$ cat src/rtl/computer_mc.sv
// Multi-cycle accumulator computer: FETCH/EXEC/MEM sequencer with A/B registers, ZNCV flags,
// combinational instruction fetch and a req/ack data-memory port.
module computer_mc #(
  parameter int unsigned DATA_W = 8,
  parameter int unsigned ADDR_W = 8,
  parameter int unsigned OPC_W  = 7
) (
  input  logic                      clk,
  input  logic                      rst_n,
  output logic [ADDR_W-1:0]         imem_addr,
  input  logic [OPC_W+DATA_W-1:0]   imem_data,
  output logic                      dmem_req,
  output logic                      dmem_we,
  output logic [ADDR_W-1:0]         dmem_addr,
  output logic [DATA_W-1:0]         dmem_wdata,
  input  logic [DATA_W-1:0]         dmem_rdata,
  input  logic                      dmem_ack,
  output logic [ADDR_W-1:0]         pc_out,
  output logic [DATA_W-1:0]         regA_out,
  output logic [DATA_W-1:0]         regB_out,
  output logic [DATA_W-1:0]         alu_out,
  output logic [3:0]                status_out,
  output logic                      halted
);

  localparam int unsigned IW = OPC_W + DATA_W;

  localparam logic [OPC_W-1:0] OpMovAB = OPC_W'(7'h01);
  localparam logic [OPC_W-1:0] OpMovBA = OPC_W'(7'h02);
  localparam logic [OPC_W-1:0] OpLdiA  = OPC_W'(7'h03);
  localparam logic [OPC_W-1:0] OpLdiB  = OPC_W'(7'h04);
  localparam logic [OPC_W-1:0] OpAddB  = OPC_W'(7'h05);
  localparam logic [OPC_W-1:0] OpAddK  = OPC_W'(7'h06);
  localparam logic [OPC_W-1:0] OpSubB  = OPC_W'(7'h07);
  localparam logic [OPC_W-1:0] OpSubK  = OPC_W'(7'h08);
  localparam logic [OPC_W-1:0] OpAnd   = OPC_W'(7'h09);
  localparam logic [OPC_W-1:0] OpOr    = OPC_W'(7'h0A);
  localparam logic [OPC_W-1:0] OpXor   = OPC_W'(7'h0B);
  localparam logic [OPC_W-1:0] OpCmp   = OPC_W'(7'h0C);
  localparam logic [OPC_W-1:0] OpJmp   = OPC_W'(7'h0D);
  localparam logic [OPC_W-1:0] OpJeq   = OPC_W'(7'h0E);
  localparam logic [OPC_W-1:0] OpJne   = OPC_W'(7'h0F);
  localparam logic [OPC_W-1:0] OpLdK   = OPC_W'(7'h10);
  localparam logic [OPC_W-1:0] OpStK   = OPC_W'(7'h11);
  localparam logic [OPC_W-1:0] OpLdB   = OPC_W'(7'h12);
  localparam logic [OPC_W-1:0] OpStB   = OPC_W'(7'h13);
  localparam logic [OPC_W-1:0] OpHalt  = OPC_W'(7'h7F);

  typedef enum logic [1:0] {StFetch, StExec, StMem, StHalt} state_e;

  state_e              state_q, state_d;
  logic [ADDR_W-1:0]   pc_q, pc_d;
  logic [DATA_W-1:0]   a_q, a_d, b_q, b_d;
  logic [IW-1:0]       ir_q, ir_d;
  logic [3:0]          status_q, status_d;
  logic                req_q, req_d, we_q, we_d;
  logic [ADDR_W-1:0]   addr_q, addr_d;
  logic [DATA_W-1:0]   wdata_q, wdata_d;

  logic [OPC_W-1:0]    opc;
  logic [DATA_W-1:0]   k;
  logic [DATA_W-1:0]   alu_opnd, alu_res;
  logic [DATA_W:0]     add_full, sub_full;
  logic                alu_c, alu_v, flag_en;
  logic [ADDR_W+DATA_W-1:0] k_ext, b_ext;
  logic [ADDR_W-1:0]   k_addr, b_addr, pc_inc;

  assign opc      = ir_q[IW-1:DATA_W];
  assign k        = ir_q[DATA_W-1:0];
  assign alu_opnd = (opc == OpAddK || opc == OpSubK || opc == OpCmp) ? k : b_q;
  assign add_full = {1'b0, a_q} + {1'b0, alu_opnd};
  // Top bit of the widened difference is the unsigned borrow.
  assign sub_full = {1'b0, a_q} - {1'b0, alu_opnd};

  // Zero-extend then truncate so any DATA_W/ADDR_W ratio works.
  assign k_ext  = {{ADDR_W{1'b0}}, k};
  assign b_ext  = {{ADDR_W{1'b0}}, b_q};
  assign k_addr = k_ext[ADDR_W-1:0];
  assign b_addr = b_ext[ADDR_W-1:0];
  assign pc_inc = pc_q + ADDR_W'(1);

  always_comb begin
    alu_res = '0;
    alu_c   = 1'b0;
    alu_v   = 1'b0;
    flag_en = 1'b0;
    case (opc)
      OpMovAB:         alu_res = b_q;
      OpMovBA:         alu_res = a_q;
      OpLdiA, OpLdiB:  alu_res = k;
      OpAddB, OpAddK: begin
        alu_res = add_full[DATA_W-1:0];
        alu_c   = add_full[DATA_W];
        alu_v   = (a_q[DATA_W-1] == alu_opnd[DATA_W-1]) &&
                  (alu_res[DATA_W-1] != a_q[DATA_W-1]);
        flag_en = 1'b1;
      end
      OpSubB, OpSubK, OpCmp: begin
        alu_res = sub_full[DATA_W-1:0];
        alu_c   = sub_full[DATA_W];
        alu_v   = (a_q[DATA_W-1] != alu_opnd[DATA_W-1]) &&
                  (alu_res[DATA_W-1] != a_q[DATA_W-1]);
        flag_en = 1'b1;
      end
      OpAnd: begin alu_res = a_q & b_q; flag_en = 1'b1; end
      OpOr:  begin alu_res = a_q | b_q; flag_en = 1'b1; end
      OpXor: begin alu_res = a_q ^ b_q; flag_en = 1'b1; end
      default: ;
    endcase
  end

  always_comb begin
    state_d  = state_q;
    pc_d     = pc_q;
    a_d      = a_q;
    b_d      = b_q;
    ir_d     = ir_q;
    status_d = status_q;
    req_d    = req_q;
    we_d     = we_q;
    addr_d   = addr_q;
    wdata_d  = wdata_q;
    case (state_q)
      StFetch: begin
        ir_d    = imem_data;
        state_d = StExec;
      end
      StExec: begin
        state_d = StFetch;
        pc_d    = pc_inc;
        if (flag_en) status_d = {alu_res == '0, alu_res[DATA_W-1], alu_c, alu_v};
        case (opc)
          OpMovAB, OpLdiA, OpAddB, OpAddK, OpSubB, OpSubK, OpAnd, OpOr, OpXor: a_d = alu_res;
          OpMovBA, OpLdiB: b_d = alu_res;
          OpJmp: pc_d = k_addr;
          OpJeq: if (status_q[3])  pc_d = k_addr;
          OpJne: if (!status_q[3]) pc_d = k_addr;
          OpLdK, OpStK, OpLdB, OpStB: begin
            // PC advances only once the access completes.
            pc_d    = pc_q;
            state_d = StMem;
            req_d   = 1'b1;
            we_d    = (opc == OpStK) || (opc == OpStB);
            addr_d  = (opc == OpLdK || opc == OpStK) ? k_addr : b_addr;
            wdata_d = a_q;
          end
          OpHalt: begin
            pc_d    = pc_q;
            state_d = StHalt;
          end
          default: ;
        endcase
      end
      StMem: begin
        if (dmem_ack) begin
          req_d   = 1'b0;
          pc_d    = pc_inc;
          state_d = StFetch;
          if (!we_q) a_d = dmem_rdata;
        end
      end
      default: ;
    endcase
  end

  always_ff @(posedge clk or negedge rst_n) begin
    if (!rst_n) begin
      state_q  <= StFetch;
      pc_q     <= '0;
      a_q      <= '0;
      b_q      <= '0;
      ir_q     <= '0;
      status_q <= '0;
      req_q    <= 1'b0;
      we_q     <= 1'b0;
      addr_q   <= '0;
      wdata_q  <= '0;
    end else begin
      state_q  <= state_d;
      pc_q     <= pc_d;
      a_q      <= a_d;
      b_q      <= b_d;
      ir_q     <= ir_d;
      status_q <= status_d;
      req_q    <= req_d;
      we_q     <= we_d;
      addr_q   <= addr_d;
      wdata_q  <= wdata_d;
    end
  end

  assign imem_addr  = pc_q;
  assign dmem_req   = req_q;
  assign dmem_we    = we_q;
  assign dmem_addr  = addr_q;
  assign dmem_wdata = wdata_q;
  assign pc_out     = pc_q;
  assign regA_out   = a_q;
  assign regB_out   = b_q;
  assign alu_out    = alu_res;
  assign status_out = status_q;
  assign halted     = (state_q == StHalt);

endmodule

$ cat config.mk
export PLATFORM = sky130hd
export DESIGN_NAME = computer_mc
export DESIGN_NICKNAME = d
export VERILOG_FILES = /design/src/rtl/computer_mc.sv
export SDC_FILE = /design/constraint.sdc
export NUM_CORES = 1
export LEC_CHECK = 0
export CAP_MARGIN = 20
export CORE_ASPECT_RATIO = 1.75
export CORE_UTILIZATION = 48
export DETAILED_ROUTE_END_ITERATION = 10
export GPL_ROUTABILITY_DRIVEN = 0
export HOLD_SLACK_MARGIN = 0.12
export PLACE_DENSITY = 0.74
export SYNTH_ARGS = -nofsm -noshare
export SYNTH_HDL_FRONTEND = slang
export SYNTH_SLANG_ARGS = --single-unit
export TNS_END_PERCENT = 30
$ cat constraint.sdc
create_clock -name clk -period 4.3 [get_ports clk]
set_input_delay 1.075 -clock clk [delete_from_list [all_inputs] [get_ports clk]]
set_output_delay 1.075 -clock clk [all_outputs]
set_load 0.01 [all_outputs]
==> results.yml <==
finish:
  num_antenna_cells: 0
  area_delta_synth_final_pct: 39.8
  multi_input_area_um2: 2930
  nNetsFinal: 701
  utilization_pct: 69.6
  fillers: 654
  drive_above_1_share_pct: 23.1
  final_area_um2: 6370
  ff_latch_area_um2: 1580
setup_path:
  rr_worst_depth: 15
  crit_required_ns: 3.22
  crit_chain: "or3_4 -> nor3_4 -> buf_6 -> o21ai_4 -> ha_2 -> fa_2 -> a21o_1 -> a21oi_2 -> o21ai_2 -> a221oi_2 -> o21ai_4 -> buf_6"
  critPathArrivalTime_ns: 3.32
  critPathSlowestCell: "or3_4"
  critPathKind: "reg -> out"
  critPathMaxFanout: 4
  end_kind: "output port"
  startpoint_type: "register"
  cp_slowest_stage_delay_ns: 0.41
power_and_ir_drop:
  power_leakage_nw: 2.82
  power.density_nw_per_um2: 856
  ir_drop_mv: 0.486
logic_synthesis:
  yosys.cell_count.top_type: "dfrtp_1"
  syn_area_um2: 4560
  synth_common_cells: "63 x dfrtp_1, 61 x nand2_1, 56 x o21ai_0, 42 x ha_1, 35 x inv_1"
  ys.warnings.count: 0
  synth_seq_cells: 63
  synth_top_area_share_pct: 34.6
  synthCells: 509
  yosysTopAreaCell: "dfrtp_1"
  synth.avg_cell_area_um2: 8.95
  synth_area_leaders: "dfrtp_1 35%, ha_1 12%, mux2i_1 6.2%"
  yosysSeqAreaShare_pct: 34.6
  syn-num-nets: 579
  synth_edf_count: 0
  async_flop_share_pct: 100
  synthDistinctLibCells: 59
  synth_flop_cell: "dfrtp_1"
floorplanning:
  die_h_um: 131
  coreArea_um2: 9150
  die_area_um2: 9900
  start_util_pct: 49.8
  die_w_um: 75.7
  rows: 46
  ios: 89
sta:
  tightest_slew_ns: 0.899
  rsz0062_at_grt: "yes"
  finalCritPeriodShare_pct: 102
  slew_violations: 0
  finalWorstSetupSlack_ns: -0.0985
  max_freq_mhz: 227
  setup_viol: 4
  fin_crit_ns: 4.40
  finClkSkew_ns: 0.00967
  fin_setup_tns_ns: -0.160
  slew_headroom_pct: 39.9
  hold_viol_final: 0
clocking:
  tritoncts: "yes"
  cts.clk_slew.worst_paths_ns: 0.06
  numCtsBuffers: 9
  cts_sinks: 63
  cts.root.buffer_cell: "clkbuf_16"
  cts_max_path_buffers: 2
  insertion_delay_ns: 0.34
  htreeDepth: 3
  postCtsHoldBufs: 0
hold_path:
  holdPathStages: 2
  hold_class: "reg -> reg"
placed_design:
  io_buffer_count: 88
  hpwlAfterDp_mm: 9.98
  placed_cell_area_um2: 5760
route:
  routedWlPerCell_um: 18.6
  wirelength_mm: 14.0
  via_per_inst: 5.86
  drc: 0
  vias: 4433
  drt-initial-drc-count: 378
  postRouteAntennaNets: 0
  drtPass1Iterations: 5
grt:
  antenna_found_initial: 0
  first_global_vias: 4386
  gr-total-overflow: 0
  grt_max_degree: 36
  grt_pass1_wl_mm: 21.9
  track_usage_pct: 29.8
run:
  cap_violations: 0
status:
  violations: "negative setup slack"
  status: "finished, violations left"
worst max-delay path: cells and delay by family (launching register included):
| kind | cells | cell delay [ns] |
|---|---|---|
| DFF | 1 | 0.39 |
| AOI/OAI and AO/OA | 6 | 1.08 |
| and+or+nand+nor | 2 | 0.63 |
| buffers and inverters | 2 | 0.29 |
| adders and majority gates | 2 | 0.59 |
routing by layer:
| metal | global-route usage (%) | share of wire, % | up-vias |
|---|---|---|---|
| li1 | - | - | 2051 |
| met1 | 34.4 | 38 | 2146 |
| met2 | 52.6 | 53 | 187 |
| met3 | 3.53 | 4.6 | 49 |
| met4 | 15.8 | 4.0 | 0 |
| met5 | 0 | 0 | - |
through the flow:
step / hold WS (ns) / cells / power, mW / worst slack (ns)
2_1_floorplan: 0.516 / 509 / 2.92 / 0.0197
3_3_place_gp: 0.466 / 728 / 4.07 / -0.109
3_5_place_dp: 0.476 / 728 / 4.18 / -0.223
4_1_cts: 0.487 / 753 / 5.13 / -0.0964
5_1_grt: 0.509 / 756 / 5.82 / -0.197
6_report: 0.485 / 756 / 5.45 / -0.0985
final timing paths:
check | startpoint | endpoint | slack, ns
max | ir_q[12]$_DFFE_PN0N_ | alu_out[6] | -0.1
min reg2reg | dmem_wdata[4]$_DFFE_PN0P_ | dmem_wdata[4]$_DFFE_PN0P_ | 0.48
min in group asynchronous | rst_n | regA_out[0]$_DFFE_PN0P_ | 0.77
min | dmem_wdata[4]$_DFFE_PN0P_ | dmem_wdata[4]$_DFFE_PN0P_ | 0.48
max reg2reg | ir_q[12]$_DFFE_PN0N_ | status_out[3]$_DFFE_PN0P_ | 0.20
max in group asynchronous | rst_n | dmem_addr[4]$_DFFE_PN0P_ | 2.61
final cells by class:
class | count | area share, %
sequential | 63 | 24.7
tap | 120 | 2.36
timing repair buffer | 145 | 20.3
clock inverter | 6 | 0.962
inverter | 35 | 2.06
clock buffer | 10 | 3.59
multi-input combinational | 377 | 46.0
logic make-up (layout without fill, tap and decap cells):
logic type                 Yosys count  in the layout  share of synthesized area, %
AOI/OAI and AO/OA                  133            133                          18.2
xor gates and xnor gates             9              9                          1.73
and+or+nand+nor                    145            145                          15.3
DFF                                 63             63                          34.6
buffers and inverters               69            196                          7.22
adders and majority gates           44             44                          12.4
muxes                               46             46                          10.6
report_power, final:
part | total, mW | leakage, nW | switching, mW | internal (mW)
clock network | 0.720 | 0.142 | 0.274 | 0.446
logic | 3.53 | 1.88 | 1.76 | 1.77
registers | 1.20 | 0.801 | 0.355 | 0.849
layout by cell type (no fill, tap or decap), types with 9 or more instances in the layout:
| master | synthesis | final |
|---|---|---|
| mux2i_1 | 28 | 28 |
| nand3_1 | 14 | 14 |
| o21ai_0 | 56 | 46 |
| clkbuf_16 | 0 | 9 |
| inv_1 | 35 | 33 |
| nor2_1 | 27 | 26 |
| nand2_1 | 61 | 60 |
| mux2_2 | 18 | 18 |
| ha_1 | 42 | 31 |
| buf_4 | 11 | 55 |
| a21oi_1 | 32 | 29 |
| clkdlybuf4s50_1 | 0 | 81 |
| dfrtp_1 | 63 | 63 |
flip-flops by register name, indices dropped and copies added (netlist names):
name        cells
dmem_addr       8
dmem_req        1
dmem_wdata      8
dmem_we         1
imem_addr       8
ir_q           15
regA_out        8
regB_out        8
state_q         2
status_out      4
repair_timing:
action,CTS,global route
buffers inserted,8,4
setup endpoints to repair,8,8
pin swaps,22,19
cloned,1,0
gates resized for setup,51,27
Note: power is estimated with default switching activity, not from simulation.
==> edit (same settings) <==
The 4 states of `state_e` get a Gray code encoding in 2 bits.
--- a/src/rtl/computer_mc.sv
+++ b/src/rtl/computer_mc.sv
@@ -46,7 +46,7 @@
   localparam logic [OPC_W-1:0] OpStB   = OPC_W'(7'h13);
   localparam logic [OPC_W-1:0] OpHalt  = OPC_W'(7'h7F);
 
-  typedef enum logic [1:0] {StFetch, StExec, StMem, StHalt} state_e;
+  typedef enum logic [1:0] {StFetch = 2'b00, StExec = 2'b01, StMem = 2'b11, StHalt = 2'b10} state_e;
 
   state_e              state_q, state_d;
   logic [ADDR_W-1:0]   pc_q, pc_d;
Behaviour: no difference found for any inputs over 4 cycles, from zero or initial values and one cycle with rst_n low; so few cycles prove little.
==> edit against the original RTL <==
Clock skew is 0.0023 ns higher. Largest power group unchanged. Combinational power is 11% lower. Total power is 5.7% lower. The flow still finishes with violations (negative setup slack). Routed wire length is 0.43% lower. Largest cell class unchanged. Count of clock-buffer cells in the layout is 1 higher. Setup slack worse by 0.0067 ns. Critical path type unchanged. Area after synthesis is 1.2% higher. First-iteration DRC count is 27% lower. Sequential cell count stayed put. Cell area is 0.69% lower. Clock power is 13% higher. Maximum frequency is 0.15% lower. Critical path depth is 4 higher. Cell count is 0.79% lower.
==> edit: results <==
outcome:
  outcome: "complete, but fails checks"
  failed_checks: "negative setup slack"
synth:
  syn_nets: 569
  synth-compound-area-share_pct: 20.68
  seq_area_frac_synth_pct: 34.19
  synth_xor_area_share_pct: 1.520
  synth.area.top_cells: "dfrtp_1 (34%), ha_1 (10%), o21ai_0 (5.9%), mux2i_1 (5.0%), mux2_2 (4.9%)"
  synth_common_cells: "dfrtp_1 (63), nand2_1 (57), o21ai_0 (54), ha_1 (37), inv_1 (35)"
global_route:
  grt_pass1_vias: 4495
  grt_max_degree: 43
  grt_first_pass_wirelength_um: 22370
  grt_usage_pct: 28.78
worst_setup_path:
  reg2reg_depth: 14
  critPathTopFamily: "buffers and inverters"
  endpoint: "alu_out[7]"
  rrSetupSlack_ns: 0.29
  critPathMaxFanout: 7
  worstPathArrival_ns: 3.33
finish:
  layout-drive-gt1-share_pct: 22.61
  nets: 688
  nFillCells: 737
  stdcell_count: 750
sta:
  finalSetupViolations: 4
  clock_skew_ns: 0.01201
  fin_setup_tns_ns: -0.3359
  timing.final.ws_setup_ns: -0.1052
hold_path:
  hp-start: "dmem_addr[3]"
  min_to: "dmem_addr[3]"
place:
  dp_hpwl_um: 10250
  placed_area_um2: 5788
detailed_routing:
  drt_iter0_drc: 277
edit: metrics by stage:
| stage | util (%) | setup slack [ns] |
|---|---|---|
| floorplan | - | 0.04592 |
| global placement | 61.52 | -0.2105 |
| detailed placement | 61.52 | -0.3565 |
| CTS | 66.57 | -0.06425 |
| global route | 67.26 | -0.2480 |
| finish | 67.26 | -0.1052 |
edit: layout make-up:
cell class                      count  area share [%]
Clock buffer                       11           3.994
Clock inverter                      5           1.265
Inverter                           35           2.076
Multi-Input combinational cell    373           44.98
Sequential cell                    63           24.91
Tap cell                          122           2.412
Timing Repair Buffer              141           20.36
edit: repair_timing:
item                       4_1_cts  5_1_grt
setup endpoints to repair        7        7
buffers inserted                 7        1
gates cloned                     1        0
resized for setup               42       13
pin swaps                       11        6
edit: logic make-up (layout without fill, tap and decap cells):
logic type                 count (synthesis)  count (layout)
AOI/OAI and AO/OA                        142             142
and+or+nand+nor                          139             139
buffers and inverters                     68             192
DFF                                       63              63
muxes                                     45              45
adders and majority gates                 39              39
xor gates and xnor gates                   8               8
edit: worst reg2reg max path: cells and delay by family (launching register included):
kind / cells / cell delay, ns
simple gates: 6 / 1.87
flops: 1 / 0.38
compound gates: 4 / 0.69
fa+ha+maj: 2 / 0.67
buf+inv: 2 / 0.33
edit: report_power, final:
part | internal [W] | switching, W | total (W)
Clock | 0.000538 | 0.000273 | 0.000811
Sequential | 0.000843 | 0.000338 | 0.00118
Combinational | 0.00158 | 0.00158 | 0.00315
edit: per-layer routing:
layer	share of wire [%]	vias up	wire length, um	GRT usage (%)
met3	4.8	67	676	5.278
met4	6.2	0	872	19.12
met1	38	2107	5310	31.70
met2	51	181	7117	49.90
met5	0	-	0	0
li1	-	2042	-	-
